### config.mk
export PLATFORM = sky130hd
export DESIGN_NAME = crack_sched_flat
export DESIGN_NICKNAME = d
export VERILOG_FILES = /design/src/rtl/crack_sched_if.sv /design/src/rtl/crack_sched.sv /design/src/flat_wrapper.sv
export SDC_FILE = /design/constraint.sdc
export NUM_CORES = 1
export LEC_CHECK = 0
export BUFFER_PORTS_ARGS = -buffer_cell sky130_fd_sc_hd__buf_4
export CAP_MARGIN = 0
export CORE_MARGIN = 2
export CORE_UTILIZATION = 30
export CTS_CLUSTER_DIAMETER = 100
export DETAILED_ROUTE_END_ITERATION = 6
export GPL_ROUTABILITY_DRIVEN = 0
export GPL_TIMING_DRIVEN = 0
export SETUP_SLACK_MARGIN = 0.2
export SKIP_CTS_REPAIR_TIMING = 1
export SYNTH_ARGS = -nofsm -noshare
export SYNTH_HDL_FRONTEND = slang
export SYNTH_SLANG_ARGS = --single-unit
### constraint.sdc
create_clock -name clk -period 2.6 [get_ports clk]
set_input_delay 0.78 -clock clk [delete_from_list [all_inputs] [get_ports clk]]
set_output_delay 0.78 -clock clk [all_outputs]
set_load 0.05 [all_outputs]
### src/rtl/crack_sched_if.sv
// Controller-side bundle for crack_sched: host start/result handshake,
// per-engine launch/abort/result lines and the shared ct_mem read port.
interface crack_sched_if #(
   parameter int NUM_ENG = 2
);
   logic                    en;
   logic                    rdy;
   logic [23:0]             key;
   logic                    key_valid;
   logic [NUM_ENG-1:0]      eng_en;
   logic [NUM_ENG-1:0]      eng_abort;
   logic [NUM_ENG*24-1:0]   eng_base;
   logic [NUM_ENG-1:0]      eng_rdy;
   logic [NUM_ENG-1:0]      eng_key_valid;
   logic [NUM_ENG*24-1:0]   eng_key;
   logic [NUM_ENG-1:0]      eng_ct_req;
   logic [NUM_ENG*8-1:0]    eng_ct_addr;
   logic [NUM_ENG-1:0]      eng_ct_gnt;
   logic [NUM_ENG-1:0]      eng_ct_rvalid;
   logic [7:0]              eng_ct_rddata;
   logic [7:0]              ct_addr;
   logic [7:0]              ct_rddata;

   modport master (
      input  en, eng_rdy, eng_key_valid, eng_key,
      input  eng_ct_req, eng_ct_addr, ct_rddata,
      output rdy, key, key_valid, eng_en, eng_abort, eng_base,
      output eng_ct_gnt, eng_ct_rvalid, eng_ct_rddata, ct_addr
   );

   modport slave (
      output en, eng_rdy, eng_key_valid, eng_key,
      output eng_ct_req, eng_ct_addr, ct_rddata,
      input  rdy, key, key_valid, eng_en, eng_abort, eng_base,
      input  eng_ct_gnt, eng_ct_rvalid, eng_ct_rddata, ct_addr
   );
endinterface

### src/rtl/crack_sched.sv
// Sequencer for NUM_ENG interleaved ARC4 crack engines plus a
// round-robin arbiter for the shared ct_mem read port.
module crack_sched #(
   parameter int NUM_ENG = 2
) (
   input  logic             clk,
   input  logic             rst,
   crack_sched_if.master    bus
);
   localparam int PW = (NUM_ENG > 1) ? $clog2(NUM_ENG) : 1;

   localparam logic [2:0] IDLE   = 3'd0;
   localparam logic [2:0] LAUNCH = 3'd1;
   localparam logic [2:0] GUARD  = 3'd2;
   localparam logic [2:0] RUN    = 3'd3;
   localparam logic [2:0] DRAIN  = 3'd4;

   logic [2:0]          state_q, state_d;
   logic [23:0]         key_q, key_d;
   logic                key_valid_q, key_valid_d;
   logic [NUM_ENG-1:0]  eng_en_q, eng_en_d;
   logic [NUM_ENG-1:0]  eng_abort_q, eng_abort_d;
   logic [NUM_ENG-1:0]  busy_q, busy_d;
   logic [PW-1:0]       rr_ptr_q, rr_ptr_d;
   logic [NUM_ENG-1:0]  rvalid_q, rvalid_d;

   logic [NUM_ENG-1:0]  fin;
   logic [NUM_ENG-1:0]  hit;
   logic [23:0]         hit_key;
   logic [NUM_ENG-1:0]  mask;
   logic [NUM_ENG-1:0]  masked;
   logic [NUM_ENG-1:0]  pick;
   logic [NUM_ENG-1:0]  gnt;
   logic [PW-1:0]       gidx;
   logic [7:0]          addr;

   for (genvar i = 0; i < NUM_ENG; i++) begin : g_base
      assign bus.eng_base[i*24 +: 24] = 24'(i);
   end

   assign fin = busy_q & bus.eng_rdy;
   assign hit = fin & bus.eng_key_valid;

   // Descending scan leaves the lowest-index hit as the winner.
   always_comb begin
      hit_key = '0;
      for (int j = NUM_ENG - 1; j >= 0; j--) begin
         if (hit[j]) hit_key = bus.eng_key[j*24 +: 24];
      end
   end

   always_comb begin
      state_d     = state_q;
      key_d       = key_q;
      key_valid_d = key_valid_q;
      eng_en_d    = '0;
      eng_abort_d = '0;
      busy_d      = busy_q;
      case (state_q)
         IDLE: begin
            if (bus.en) begin
               key_d       = '0;
               key_valid_d = 1'b0;
               state_d     = LAUNCH;
            end
         end
         LAUNCH: begin
            if (&bus.eng_rdy) begin
               eng_en_d = '1;
               busy_d   = '1;
               state_d  = GUARD;
            end
         end
         GUARD: state_d = RUN;
         RUN: begin
            busy_d = busy_q & ~fin;
            if (|hit) begin
               key_d       = hit_key;
               key_valid_d = 1'b1;
               eng_abort_d = busy_q & ~fin;
               state_d     = DRAIN;
            end else if (busy_d == '0) begin
               key_valid_d = 1'b0;
               state_d     = IDLE;
            end
         end
         DRAIN: begin
            busy_d = busy_q & ~bus.eng_rdy;
            if (busy_d == '0) state_d = IDLE;
         end
         default: state_d = IDLE;
      endcase
   end

   // Requests at or above rr_ptr win first; otherwise wrap to the lowest.
   always_comb begin
      for (int j = 0; j < NUM_ENG; j++) begin
         mask[j] = (j >= int'(rr_ptr_q));
      end
      masked = bus.eng_ct_req & mask;
      pick   = (|masked) ? masked : bus.eng_ct_req;
      gnt    = pick & (~pick + NUM_ENG'(1));
      gidx   = '0;
      addr   = '0;
      for (int j = 0; j < NUM_ENG; j++) begin
         if (gnt[j]) begin
            gidx = PW'(j);
            addr = bus.eng_ct_addr[j*8 +: 8];
         end
      end
      rr_ptr_d = rr_ptr_q;
      if (|gnt) begin
         rr_ptr_d = (int'(gidx) == NUM_ENG - 1) ? '0 : gidx + 1'b1;
      end
      rvalid_d = gnt;
   end

   always_ff @(posedge clk or posedge rst) begin
      if (rst) begin
         state_q     <= IDLE;
         key_q       <= '0;
         key_valid_q <= 1'b0;
         eng_en_q    <= '0;
         eng_abort_q <= '0;
         busy_q      <= '0;
         rr_ptr_q    <= '0;
         rvalid_q    <= '0;
      end else begin
         state_q     <= state_d;
         key_q       <= key_d;
         key_valid_q <= key_valid_d;
         eng_en_q    <= eng_en_d;
         eng_abort_q <= eng_abort_d;
         busy_q      <= busy_d;
         rr_ptr_q    <= rr_ptr_d;
         rvalid_q    <= rvalid_d;
      end
   end

   assign bus.rdy           = (state_q == IDLE);
   assign bus.key           = key_q;
   assign bus.key_valid     = key_valid_q;
   assign bus.eng_en        = eng_en_q;
   assign bus.eng_abort     = eng_abort_q;
   assign bus.eng_ct_gnt    = gnt;
   assign bus.eng_ct_rvalid = rvalid_q;
   assign bus.eng_ct_rddata = bus.ct_rddata;
   assign bus.ct_addr       = addr;
endmodule
### src/flat_wrapper.sv
// flat-port wrapper written by rule: the top's interface ports become plain ports
module crack_sched_flat 
#(
   parameter int NUM_ENG = 2
)
  (clk, rst, bus_en, bus_eng_rdy, bus_eng_key_valid, bus_eng_key, bus_eng_ct_req, bus_eng_ct_addr, bus_ct_rddata, bus_rdy, bus_key, bus_key_valid, bus_eng_en, bus_eng_abort, bus_eng_base, bus_eng_ct_gnt, bus_eng_ct_rvalid, bus_eng_ct_rddata, bus_ct_addr);
  crack_sched_if #(.NUM_ENG(NUM_ENG)) bus_i ();
  input  logic clk;
  input  logic rst;
  input wire logic [$bits(bus_i.en)-1:0] bus_en;
  input wire logic [$bits(bus_i.eng_rdy)-1:0] bus_eng_rdy;
  input wire logic [$bits(bus_i.eng_key_valid)-1:0] bus_eng_key_valid;
  input wire logic [$bits(bus_i.eng_key)-1:0] bus_eng_key;
  input wire logic [$bits(bus_i.eng_ct_req)-1:0] bus_eng_ct_req;
  input wire logic [$bits(bus_i.eng_ct_addr)-1:0] bus_eng_ct_addr;
  input wire logic [$bits(bus_i.ct_rddata)-1:0] bus_ct_rddata;
  output wire logic [$bits(bus_i.rdy)-1:0] bus_rdy;
  output wire logic [$bits(bus_i.key)-1:0] bus_key;
  output wire logic [$bits(bus_i.key_valid)-1:0] bus_key_valid;
  output wire logic [$bits(bus_i.eng_en)-1:0] bus_eng_en;
  output wire logic [$bits(bus_i.eng_abort)-1:0] bus_eng_abort;
  output wire logic [$bits(bus_i.eng_base)-1:0] bus_eng_base;
  output wire logic [$bits(bus_i.eng_ct_gnt)-1:0] bus_eng_ct_gnt;
  output wire logic [$bits(bus_i.eng_ct_rvalid)-1:0] bus_eng_ct_rvalid;
  output wire logic [$bits(bus_i.eng_ct_rddata)-1:0] bus_eng_ct_rddata;
  output wire logic [$bits(bus_i.ct_addr)-1:0] bus_ct_addr;
  assign bus_i.en = bus_en;
  assign bus_i.eng_rdy = bus_eng_rdy;
  assign bus_i.eng_key_valid = bus_eng_key_valid;
  assign bus_i.eng_key = bus_eng_key;
  assign bus_i.eng_ct_req = bus_eng_ct_req;
  assign bus_i.eng_ct_addr = bus_eng_ct_addr;
  assign bus_i.ct_rddata = bus_ct_rddata;
  assign bus_rdy = bus_i.rdy;
  assign bus_key = bus_i.key;
  assign bus_key_valid = bus_i.key_valid;
  assign bus_eng_en = bus_i.eng_en;
  assign bus_eng_abort = bus_i.eng_abort;
  assign bus_eng_base = bus_i.eng_base;
  assign bus_eng_ct_gnt = bus_i.eng_ct_gnt;
  assign bus_eng_ct_rvalid = bus_i.eng_ct_rvalid;
  assign bus_eng_ct_rddata = bus_i.eng_ct_rddata;
  assign bus_ct_addr = bus_i.ct_addr;
  crack_sched #(.NUM_ENG(NUM_ENG)) u_core (.clk(clk), .rst(rst), .bus(bus_i));
endmodule
==> Word-level counts from Yosys, hierarchy flattened <==
Cells that the tools add are included.
{ "op_classes": {"mux": 26, "bitwise": 9, "addsub": 2, "order_cmp": 1, "n_eq_ne": 9, "n_reduce_logical": 13} }
{ "ops": {"columns": ["cell", "count"], "rows": [
  ["two-way mux 24 bit", 4],
  ["case mux 24 bit (2 select lines)", 1],
  ["two-way mux 8 bit", 2],
  ["two-way mux 3 bit", 5],
  ["case mux 3 bit (5 select lines)", 1],
  ["bitwise AND 2 bit", 6],
  ["two-way mux 2 bit", 6],
  ["equality test 3 x 2 -> 1 bit (second input constant)", 2],
  ["inequality test 2 x 1 -> 1 bit (second input constant)", 3],
  ["inverter 2 bit", 3],
  ["case mux 2 bit (3 select lines)", 1],
  ["AND reduction 3 bit", 2],
  ["OR reduction 2 bit", 3],
  ["two-way mux 1 bit", 5],
  ["zero test 2 bit", 2],
  ["AND reduction 2 bit", 2],
  ["AND reduction 4 bit", 1],
  ["equality test 3 x 1 -> 1 bit (second input constant)", 1],
  ["equality test 3 bit (second input constant)", 1],
  ["zero test 3 bit", 1],
  ["inequality test 3 x 1 -> 1 bit (second input constant)", 1],
  ["nonzero test 3 bit", 1],
  ["adder 2 x 1 -> 2 bit (second input constant)", 1],
  ["inequality test 2 bit (second input constant)", 1],
  ["other kinds (4)", 4]
]} }
{ "word_totals": {"out_inout_bits": 98, "wordCells": 68, "register_bits": 37, "inputBits": 81} }

==> Longest topological paths before layout <==
{ "logic_depth": {"word_depth": 10, "mapped_depth": 6, "mapped_depth_nobuf": 4} }

==> Worst setup path before layout <==
OpenSTA, ideal clock, no wires.
{ "synth_path": {"path_kind": "in2out", "start": "in bus_eng_ct_req[0]", "end": "out bus_ct_addr[6]", "t_required_ns": 1.820, "slack_ns": -0.747, "stages": 4, "t_arrival_ns": 2.567, "cell_sequence": "inv_1 a21oi_1 clkbuf_1 o21ai_0"} }
{ "synth_between": {"elab_chain_cells": 8} }
{ "synth_lines": {"columns": ["item", "line_no", "rtl"], "rows": [
  ["start: declaration", "flat_wrapper.sv:14", "input wire logic [$bits(bus_i.eng_ct_req)-1:0] bus_eng_ct_req;"],
  ["bitwise AND 2 bit", "crack_sched.sv:100", "masked = bus.eng_ct_req & mask;"],
  ["OR reduction 2 bit", "crack_sched.sv:101", "pick = (|masked) ? masked : bus.eng_ct_req;"],
  ["two-way mux 2 bit (*)", "crack_sched.sv:101", null],
  ["inverter 2 bit", "crack_sched.sv:102", "gnt = pick & (~pick + NUM_ENG'(1));"],
  ["adder 2 x 1 -> 2 bit", "crack_sched.sv:102", null],
  ["bitwise AND 2 bit (*)", "crack_sched.sv:102", null],
  ["named net bus_eng_ct_gnt[0]", "flat_wrapper.sv:23", "output wire logic [$bits(bus_i.eng_ct_gnt)-1:0] bus_eng_ct_gnt;"],
  ["two-way mux 8 bit (*) (2 in a row)", "crack_sched.sv:106", "if (gnt[j]) begin"],
  ["end: declaration", "flat_wrapper.sv:26", "output wire logic [$bits(bus_i.ct_addr)-1:0] bus_ct_addr;"]
]} }
Mark *: on every way through the listed nets, which the timed path passes. The rest lies on a longest branch.

==> Final worst setup path <==
{ "layout_path": {"start": "in bus_eng_ct_req[1]", "end": "out bus_ct_addr[2]"} }
{ "layout_between": {"elab_chain_cells": 8} }
{ "layout_lines": {"columns": ["item", "line_no"], "rows": [
  ["bitwise AND 2 bit", "crack_sched.sv:100"],
  ["OR reduction 2 bit", "crack_sched.sv:101"],
  ["two-way mux 2 bit (*)", "crack_sched.sv:101"],
  ["inverter 2 bit", "crack_sched.sv:102"],
  ["adder 2 x 1 -> 2 bit", "crack_sched.sv:102"],
  ["bitwise AND 2 bit (*)", "crack_sched.sv:102"],
  ["two-way mux 8 bit", "crack_sched.sv:106"],
  ["two-way mux 8 bit (*)", "crack_sched.sv:106"]
]} }
Mark *: on every way between the ends. The rest lies on a longest branch, timed or not.

==> metrics.cfg <==
[route]
post_drt_via_cell_ratio = 4.03
postRouteAntennaNets = 0
vias = 2042
drt_iter0_drc = 21
route.detailed.drc = 0
firstDrtPassIters = 4
wirelength_mm = 5.81
post_drt_wl_per_cell_um = 11.5

[place]
dp_slack_ns = -0.0435
dp_hpwl_mm = 4.48
place_area_um2 = 3470
io_buffers = 122

[synth]
synth_area_leader_cell = dfrtp_1
ys_ff_latch = 36
yosys-top-cells-count = buf_4 (59), dfrtp_1 (36), mux2i_1 (25)
synthTopCellsByArea = dfrtp_1 (41%), buf_4 (20%), mux2i_1 (11%)
yosys_most_used_dff = dfrtp_1
synth-seq-area-share = 0.408
synth_async_sr_flop_share = 1.00
yosysUniqueCellTypes = 26
synth_top_area_share = 0.408
syn_area_um2 = 2210
syn_inst = 224
yosysMostFrequentCell = buf_4
synth_warnings = 0
syn_avg_cell_area_um2 = 9.86
synth_edf_count = 0

[power_and_ir_drop]
irDropWorstVdd_mv = 0.373
powerDensity_nw_per_um2 = 956
power.total_mw = 3.56
p_leak_nw = 2.14

[grt]
track_usage = 0.139
grt.overflow.total = 0
antenna_found_initial = 0
grt_max_degree = 37
grt_pass1_wl_mm = 9.24
grt_pass1_vias = 2011

[finish]
multi_input_area_um2 = 1040
regArea_um2 = 901
diodes = 0
syn2layout_area_growth_pct = 68.6
layout-drive-gt1-share = 0.544
nets = 489
n_fill_cell = 675
fin_area_um2 = 3730

[worst_setup_path]
critical_path_class = primary input to output pin
cp.arrival_ns = 1.63
worstPathMaxFanout = 6
crit_chain = buf_8, a21oi_4, clkbuf_16, nand2_4, o21ai_2, buf_6
crit_path_start_kind = primary input
cpMaxStageDelayCell = a21oi_4
reg2reg_from = u_core.busy_q[0]
regToRegSetupSlack_ns = 1.04
reg2regPathDepth = 6
rr_endpoint = u_core.bus.key[5]
critPathRequiredTime_ns = 1.82
cp-end-kind = output pin
cpPeakStageDelay_ns = 0.26

[floorplanning]
dieArea_um2 = 8070
core.rowCount = 31
fp.dieW_um = 89.8
start_util = 0.308
core_area_um2 = 7180
die_h_um = 89.8
io_pins = 179

[timing]
rsz0062_at_grt = yes
worstMarginPinSlew_ns = 0.766
clock.fmax_mhz = 416
hold_viol_final = 0
fin_crit_sh = 0.925
relSlewSlack = 0.488
finalSetupViolations = 0
finClkSkew_ns = 0.00821
layout_setup_ws_ns = 0.195
min_period_ns = 2.41
maxSlewViolCount = 0

[run_status]
status = finished clean

[worst_hold_path]
hp-class = flop to flop
min_to = u_core.bus.key[17]
holdCritStartpoint = u_core.bus.key[17]
min_path_cells = 1

[flow_run]
cap_violations = 0

[clock_network]
clock_tree.root_cell = clkbuf_8
clk_pin_slew_worst_paths_ns = 0.07
clkLatencyLatePin_ns = 0.29
numCtsBuffers = 5
clk_path_buf_depth = 2
cts_tree = built
htreeDepth = 2
cts_sinks = 36

[where the power goes]
part | switching [mW] | leakage, nW | internal (mW)
combinational | 1.48 | 1.62 | 0.768
sequential | 0.148 | 0.478 | 0.798
clock | 0.185 | 0.0410 | 0.182
[cell usage in the layout, fill, tap and decap left out, drive strengths merged, types with 2 or more instances in the layout]
| master | n |
|---|---|
| a21oi | 5 |
| a211oi | 2 |
| o21ai | 9 |
| nor2 | 8 |
| clkbuf | 9 |
| nor2b | 2 |
| nand2b | 2 |
| nand2 | 24 |
| conb | 48 |
| nand3 | 3 |
| mux2i | 25 |
| dfrtp | 36 |
| nor3 | 5 |
| buf | 196 |
| o2bb2ai | 24 |
| inv | 3 |
[worst max path at each step]
stage	slack (ns)	start	endpoint
floorplan	0.12	bus_eng_ct_req[0]	bus_ct_addr[0]
global placement	-0.05	bus_eng_ct_req[1]	bus_ct_addr[3]
detailed placement	-0.04	bus_eng_ct_req[1]	bus_ct_addr[0]
CTS	-0.04	bus_eng_ct_req[1]	bus_ct_addr[0]
global route	0.15	bus_eng_ct_req[1]	bus_ct_addr[2]
finish	0.19	bus_eng_ct_req[1]	bus_ct_addr[2]
[cell type report]
type,count,area share
Multi-Input combinational cell,163,0.279
Inverter,3,0.00369
Clock inverter,1,0.00134
Sequential cell,36,0.242
Buffer,68,0.138
Timing Repair Buffer,131,0.284
Clock buffer,6,0.0195
Tap cell,99,0.0332
[logic make-up after synthesis]
logic type	count (synthesis)	share of synthesized area
buf+inv	71	0.230
flops	36	0.408
compound gates	42	0.148
simple gates	48	0.0974
other cells	2	0.00340
mux	25	0.113
[layer usage]
layer	up-vias	track usage	part of all wire
met3	6	0.0411	0.088
met5	-	0	0
met1	904	0.153	0.38
met4	0	0.0615	0.013
met2	98	0.249	0.52
li1	1034	-	-
[registers in the layout (all words and copies together) (netlist names)]
name                      count
u_core.state_q                3
u_core.bus.eng_en             1
u_core.rr_ptr_q               1
u_core.bus.key_valid          1
u_core.busy_q                 2
u_core.bus.eng_abort          2
u_core.bus.eng_ct_rvalid      2
u_core.bus.key               24
[metrics by stage]
| stage | hold WS (ns) | util | cells | setup TNS, ns |
|---|---|---|---|---|
| 2_1_floorplan | 0.505 | - | 270 | 0 |
| 3_3_place_gp | 0.475 | 0.484 | 491 | -0.318 |
| 3_5_place_dp | 0.475 | 0.484 | 491 | -0.264 |
| 4_1_cts | 0.496 | 0.495 | 498 | -0.290 |
| 5_1_grt | 0.511 | 0.519 | 507 | 0 |
| 6_report | 0.490 | 0.519 | 507 | 0 |
[critical path, delay by kind of cell]
family	cells	cell delay (ns)
buf+inv	3	0.48
simple gates	1	0.04
compound gates	2	0.31
Power figures use the tool's default switching activity.
